$ cat config.mk
export PLATFORM = sky130hd
export DESIGN_NAME = gray_sweep_ctrl
export DESIGN_NICKNAME = d
export VERILOG_FILES = /design/src/rtl/gray_pkg.sv /design/src/rtl/bin2gray.sv /design/src/rtl/gray_sweep_ctrl.sv
export SDC_FILE = /design/constraint.sdc
export NUM_CORES = 1
export LEC_CHECK = 0
export ABC_AREA = 1
export BUFFER_PORTS_ARGS = -buffer_cell sky130_fd_sc_hd__buf_2
export CAP_MARGIN = 0
export CELL_PAD_IN_SITES_DETAIL_PLACEMENT = 1
export CELL_PAD_IN_SITES_GLOBAL_PLACEMENT = 1
export CORE_MARGIN = 1
export CORE_UTILIZATION = 39
export CTS_CLUSTER_DIAMETER = 100
export DETAILED_ROUTE_END_ITERATION = 8
export PLACE_DENSITY_LB_ADDON = 0.08
export RECOVER_POWER = 100
export SLEW_MARGIN = 20
export SYNTH_ARGS = -nofsm -noshare
export SYNTH_HDL_FRONTEND = slang
export SYNTH_SLANG_ARGS = --single-unit
$ cat constraint.sdc
create_clock -name clk -period 2.25 [get_ports clk]
set_clock_uncertainty 0.05 [all_clocks]
set_input_delay 0.45 -clock clk [delete_from_list [all_inputs] [get_ports clk]]
set_output_delay 0.45 -clock clk [all_outputs]
set_load 0.1 [all_outputs]
$ cat src/rtl/gray_pkg.sv
// rtl/gray_pkg.sv - shared state encodings and sweep mode constants
package gray_pkg;

  typedef enum logic [1:0] {
    ST_IDLE = 2'b00,
    ST_RUN  = 2'b01,
    ST_DONE = 2'b10
  } state_t;

  localparam logic [1:0] MODE_UP   = 2'b00;
  localparam logic [1:0] MODE_DOWN = 2'b01;
  localparam logic [1:0] MODE_PP   = 2'b10;

endpackage

$ cat src/rtl/bin2gray.sv
// rtl/bin2gray.sv - combinational binary to Gray converter
module bin2gray #(
  parameter int WIDTH = 4
) (
  input  logic [WIDTH-1:0] bin,
  output logic [WIDTH-1:0] gray
);

  assign gray = bin ^ (bin >> 1);

endmodule

$ cat src/rtl/gray_sweep_ctrl.sv
// rtl/gray_sweep_ctrl.sv - bounded up/down/ping-pong code sweep with Gray output
module gray_sweep_ctrl #(
  parameter int WIDTH = 4
) (
  input  logic             clk,
  input  logic             rst,
  input  logic             start,
  input  logic [1:0]       mode,
  input  logic [WIDTH-1:0] lo,
  input  logic [WIDTH-1:0] hi,
  input  logic             step_en,
  output logic [WIDTH-1:0] bin,
  output logic [WIDTH-1:0] gray,
  output logic             valid,
  output logic             busy,
  output logic             done,
  output logic             err
);
  import gray_pkg::*;

  state_t           state, state_nxt;
  logic [WIDTH-1:0] bin_q, lo_q, hi_q;
  logic [1:0]       mode_q;
  logic             dir_down;
  logic             err_q;
  logic             accept;
  logic             last_code;

  assign accept = start && (lo <= hi);

  // The final code is recognised before stepping, so the counter never wraps.
  always_comb begin
    last_code = 1'b0;
    case (mode_q)
      MODE_DOWN: last_code = (bin_q == lo_q);
      MODE_PP:   last_code = dir_down ? (bin_q == lo_q)
                                      : ((bin_q == hi_q) && (bin_q == lo_q));
      default:   last_code = (bin_q == hi_q);
    endcase
  end

  always_ff @(posedge clk) begin
    if (rst) begin
      state <= ST_IDLE;
    end else begin
      state <= state_nxt;
    end
  end

  always_comb begin
    state_nxt = state;
    case (state)
      ST_IDLE: if (accept) state_nxt = ST_RUN;
      ST_RUN:  if (step_en && last_code) state_nxt = ST_DONE;
      ST_DONE: state_nxt = ST_IDLE;
      default: state_nxt = ST_IDLE;
    endcase
  end

  always_comb begin
    valid = (state == ST_RUN);
    busy  = (state == ST_RUN) || (state == ST_DONE);
    done  = (state == ST_DONE);
    err   = err_q;
  end

  always_ff @(posedge clk) begin
    if (rst) begin
      bin_q    <= '0;
      lo_q     <= '0;
      hi_q     <= '0;
      mode_q   <= MODE_UP;
      dir_down <= 1'b0;
      err_q    <= 1'b0;
    end else begin
      err_q <= 1'b0;
      case (state)
        ST_IDLE: begin
          if (start && !accept) begin
            err_q <= 1'b1;
          end else if (accept) begin
            lo_q     <= lo;
            hi_q     <= hi;
            // Reserved mode collapses to up here so the run logic sees three modes.
            mode_q   <= ((mode == MODE_DOWN) || (mode == MODE_PP)) ? mode : MODE_UP;
            bin_q    <= (mode == MODE_DOWN) ? hi : lo;
            dir_down <= 1'b0;
          end
        end
        ST_RUN: begin
          if (step_en && !last_code) begin
            case (mode_q)
              MODE_DOWN: bin_q <= bin_q - WIDTH'(1);
              MODE_PP: begin
                if (dir_down) begin
                  bin_q <= bin_q - WIDTH'(1);
                end else if (bin_q == hi_q) begin
                  dir_down <= 1'b1;
                  bin_q    <= bin_q - WIDTH'(1);
                end else begin
                  bin_q <= bin_q + WIDTH'(1);
                end
              end
              default: bin_q <= bin_q + WIDTH'(1);
            endcase
          end
        end
        default: ;
      endcase
    end
  end

  assign bin = bin_q;

  bin2gray #(.WIDTH(WIDTH)) u_bin2gray (
    .bin  (bin_q),
    .gray (gray)
  );

endmodule

# [Word level (Yosys, flattened, before mapping)]
# Cells that the tools add are included.
# W data, S select, Z words.
[classes] mux=22 eq_ne=13 reduce_logical=16 n_bitwise=3 order_cmp=1 addsub=2
[op_table] op="$mux W4" n=6
[op_table] op="$pmux W4 S2" n=2
[op_table] op="$eq A4 B4 Y1" n=2
[op_table] op="$mux W1" n=8
[op_table] op="$eq A2 B1 Y1 const B" n=3
[op_table] op="$eq A2 B2 Y1 const B" n=3
[op_table] op="$mux W2" n=3
[op_table] op="$ne A2 B1 Y1 const B" n=3
[op_table] op="$logic_and A1 B1 Y1" n=5
[op_table] op="$reduce_and A5 Y1" n=1
[op_table] op="$add A4 B1 Y4 const B" n=1
[op_table] op="$le A4 B4 Y1" n=1
[op_table] op="$ne A2 B2 Y1 const B" n=2
[op_table] op="$pmux W1 S2" n=2
[op_table] op="$pmux W2 S2" n=1
[op_table] op="$reduce_and A4 Y1" n=1
[op_table] op="$sub A4 B1 Y4 const B" n=1
[op_table] op="$xor A4 B3 Y4" n=1
[op_table] op="$reduce_and A3 Y1" n=1
[op_table] op="$logic_not A1 Y1" n=2
[op_table] op="$logic_not A2 Y1" n=1
[op_table] op="$logic_or A1 B1 Y1" n=2
[op_table] op="$not A1 Y1" n=2
[op_table] op="$reduce_and A2 Y1" n=1
[op_table] op="2 further kinds" n=2
[word_totals] regBits=18 input_bits=14 wordCells=64 output_inout_bits=12

# [Longest topological paths before layout]
[logic_depth] depth_word=8 ltp_mapped=14 ltp_nobuf=13

# [Cells and area by module]
# Synthesis repeated with hierarchy kept, for this count alone.
[unflattened] hier_cells=203 hier_area_um2=1337.5
[modules_own_cells] module="gray_sweep_ctrl" instances=1 seq_area_each_um2=360.3 area_per_inst_um2=1281.2 cells_each=189
[modules_own_cells] module="bin2gray" instances=1 seq_area_each_um2=0.0 area_per_inst_um2=56.3 cells_each=14

# [Worst setup path after synthesis]
# Ideal clock, no wire load.
[synth_timing] path_type="flip-flop to output port" start="reg bin_q[2] (netlist: bin[2])" end="out gray[2]" required_time_ps=1750 setup_slack_ps=-886 stages_incl_launch_ff=3 n_path_buf=1 arrival_ps=2636 path_cell_list="dfxtp_1 -> buf_6 -> xor2_1"
[synth_between] elab_chain_cells=1
[synth_lines] element="start, declared" line_no="gray_sweep_ctrl.sv:22" text="logic [WIDTH-1:0] bin_q, lo_q, hi_q;"
[synth_lines] element="start signal, assigned" line_no="gray_sweep_ctrl.sv:86" text="bin_q <= (mode == MODE_DOWN) ? hi : lo;"
[synth_lines] element="start signal, assigned" line_no="gray_sweep_ctrl.sv:93" text="MODE_DOWN: bin_q <= bin_q - WIDTH'(1);"
[synth_lines] element="start signal, assigned" line_no="gray_sweep_ctrl.sv:96" text="bin_q <= bin_q - WIDTH'(1);"
[synth_lines] element="$xor A4 B3 Y4" line_no="bin2gray.sv:9" text="assign gray = bin ^ (bin >> 1);"
[synth_lines] element="end, declared" line_no="gray_sweep_ctrl.sv:13" text="output logic [WIDTH-1:0] gray,"
# No other way between the ends.

# [Worst setup path in the final report]
[layout_timing] start="reg bin_q[1] (netlist: bin[1])" end="out gray[0]"
# The elaborated chain is that of the path after synthesis.

==> impl_metrics.tcl <==
set metrics [dict create \
    clk_path_buf_depth 2 \
    synth.yosys.warnings 0 \
    status "finished, final reports clean" \
    buffer_ports.inserted 25 \
    synth_nets 224 \
    final_layout_size_suffix_gt1_share_pct 24.7 \
    report.final.slew_viol_count 0 \
    worst_hold_path_type "in2reg" \
    grt_pass1_vias 1237 \
    gp_congestion 0.766 \
    row_count 21 \
    reg2reg_setup_slack_ps 400 \
    critical-path-top-delay-family "buffers and inverters" \
    power_frac_comb_pct 61.4 \
    clkPwrFrac_pct 12.2 \
    crit_path_setup_slack_layout_ps 108 \
    layout_stage_area_growth_over_the_synthesis_result_pct 15.8 \
    worstSkewPairLatency_ps 300 \
    power_per_cell_area_nw_per_um2 1070 \
    vdd_drop_max_uv 403 \
    worstPathMaxFanout 7 \
    wl_per_cell_um 13.1 \
    clock_tree.root_cell "sky130_fd_sc_hd__clkbuf_4" \
    grt_first_pass_wirelength_um 5610 \
    power.share.switching_pct 56.9 \
    max-slew-margin-rel_pct 63.5 \
    postCtsSetupRepairBufs 0 \
    postCtsResizedCells 0 \
    path_clk_slew_ps 120 \
    asyncSetResetFlopFracSynth_pct 0 \
    hpwl_reported_at_the_end_of_detailed_placement_um 2930 \
    grt_setup_unrepaired "false" \
    crit_path_cell_trace "inv_2, ha_2, clkbuf_2" \
    ys_ff_latch 18 \
    global_route.overflow_total 0 \
    final-hold-violation-count 0 \
    worst-endpoint-required_ps 1750 \
    antenna_found_initial 0 \
    fillerInstances 480 \
    cell_area_after_synthesis_um2 1360 \
    maxCapViolCount 0 \
    clock_tree_from_tritoncts "done" \
    post_synth_inst_count 196 \
    critPathSlowestCell "sky130_fd_sc_hd__clkbuf_2" \
    cp_data_arrival_time_ps 1640 \
    path_class "reg2out" \
    cts-buffers-inserted 3 \
    worst-path-buf-inv 2 \
    dp_worst_setup_slack_ps 192 \
    drc 0 \
    cts_hold_bufs 0 \
    via_count 1328 \
    finalCritPeriodShare_pct 95.2 \
    globalRouteTotalUtil_pct 20.6 \
    cts_num_sinks 18 \
    final_cell_mix "sky130_fd_sc_hd__nand2_1, sky130_fd_sc_hd__inv_1, sky130_fd_sc_hd__o21ai_0" \
    power.leakage_nw 0.750 \
    sequentialPowerShare_pct 26.4 \
    ys_types 28 \
    postSynth.topFlopCell "sky130_fd_sc_hd__dfxtp_1" \
    synth.avg_cell_area_um2 6.95 \
    yosysSeqAreaShare_pct 26.4 \
    boundaryPins 26 \
    antenna_cells 0 \
    cpPeakStageDelay_ps 450 \
    setup.worst_path.end_class "output pin" \
    die_area_um2 3730 \
    starting_density_pct 40.8 \
    finalSetupViolCount 0 \
    die_y_um 61.1 \
    synth_enable_flop_cells 0 \
    postRouteAntennaNets 0 \
    fp.dieW_um 61.1 \
    finish.net_count 252 \
    hold-worst-slack_ps 330 \
    cts.htree.levels 1 \
    firstDrtPassIters 4 \
    core_region_area_um2 3340 \
    avgViaCountPerCell 4.94 \
    drt-initial-drc-count 30 \
    detail_route.wirelength_um 3520 \
    min_period_ps 2140 \
    grt_max_degree 15 \
    switching_power_uw 962 \
    fmax_mhz 467 \
    crit_path_start_kind "flop" \
    layout.cells.most_common "sky130_fd_sc_hd__nand2_1" \
    internal_power_summed_over_all_cells_uw 729 \
    worst_slew_pin_slew_ps 550 \
    finish.utilization_pct 47.3 \
]
-- sequential cells by signal, summed over array words and instances (netlist names) --
register  cells
bin           4
hi_q          4
lo_q          4
mode_q        2
state         2
dir_down      1
err           1
-- per-stage QoR --
step | instance area [um2] | TNS [ps] | power (mW) | cells
floorplan | 1390 | -8.74 | 1.34 | 196
global placement | 1560 | 0 | 1.48 | 265
finish | 1580 | 0 | 1.69 | 269
detailed placement | 1560 | 0 | 1.51 | 265
CTS | 1600 | 0 | 1.72 | 269
global route | 1580 | 0 | 1.81 | 269
-- power groups by stage --
| stage | clock network, mW | logic (mW) | registers, mW |
|---|---|---|---|
| floorplan | 0 | 0.802 | 0.541 |
| global placement | 0 | 1.03 | 0.450 |
| detailed placement | 0 | 1.06 | 0.453 |
| CTS | 0.214 | 1.06 | 0.447 |
| global route | 0.230 | 1.12 | 0.456 |
| finish | 0.206 | 1.04 | 0.446 |
-- cell type report --
| cell class | instances | area, um2 | area share, % |
|---|---|---|---|
| clock buffers | 4 | 36.3 | 2.30 |
| flip-flops and latches | 18 | 364 | 23.1 |
| multi-input cells | 147 | 880 | 55.7 |
| repair buffers | 28 | 140 | 8.88 |
| well taps | 46 | 57.6 | 3.65 |
| inverters | 26 | 100 | 6.34 |
-- kinds of logic after synthesis --
family,Yosys count,synth area share (%)
AO/OA/AOI/OAI,39,16.3
buffers and inverters,31,9.83
flip-flops,18,26.4
adder cells (fa/ha/maj),14,12.9
AND/OR/NAND/NOR,87,30.1
XOR/XNOR,7,4.50
-- worst paths after layout --
| kind | depth (start not counted) | from | endpoint |
|---|---|---|---|
| max reg2reg | 12 | mode_q[0] | bin[2] |
| max | 3 | bin[1] | gray[0] |
| min reg2reg | 2 | state[0] | state[0] |
| min | 2 | rst | state[0] |
-- Yosys cell counts, types with 2 or more instances --
master / instances / area share, %
sky130_fd_sc_hd__a21oi_1: 14 / 5.1
sky130_fd_sc_hd__buf_2: 3 / 1.1
sky130_fd_sc_hd__dfxtp_1: 18 / 26
sky130_fd_sc_hd__ha_1: 14 / 13
sky130_fd_sc_hd__inv_1: 22 / 6.1
sky130_fd_sc_hd__inv_2: 3 / 0.83
sky130_fd_sc_hd__nand2_1: 45 / 12
sky130_fd_sc_hd__nand2_2: 7 / 3.2
sky130_fd_sc_hd__nand2_4: 2 / 1.7
sky130_fd_sc_hd__nand3_1: 10 / 3.7
sky130_fd_sc_hd__nand3_2: 4 / 2.9
sky130_fd_sc_hd__nor2_1: 15 / 4.1
sky130_fd_sc_hd__o211ai_1: 2 / 1.1
sky130_fd_sc_hd__o21ai_0: 16 / 5.9
sky130_fd_sc_hd__o21ai_1: 3 / 1.1
sky130_fd_sc_hd__xnor2_1: 3 / 1.9
sky130_fd_sc_hd__xor2_1: 4 / 2.6
-- routing by layer --
| layer | wire length, um | up-vias | share of wire (%) | track usage (%) |
|---|---|---|---|---|
| met5 | 0 | - | 0 | 0 |
| met4 | 23 | 0 | 0.65 | 6.82 |
| met3 | 106 | 2 | 3.0 | 2.10 |
| met2 | 1730 | 19 | 49 | 34.9 |
| met1 | 1660 | 626 | 47 | 27.3 |
| li1 | - | 681 | - | - |
No activity file was read; power rests on OpenSTA's default activity.
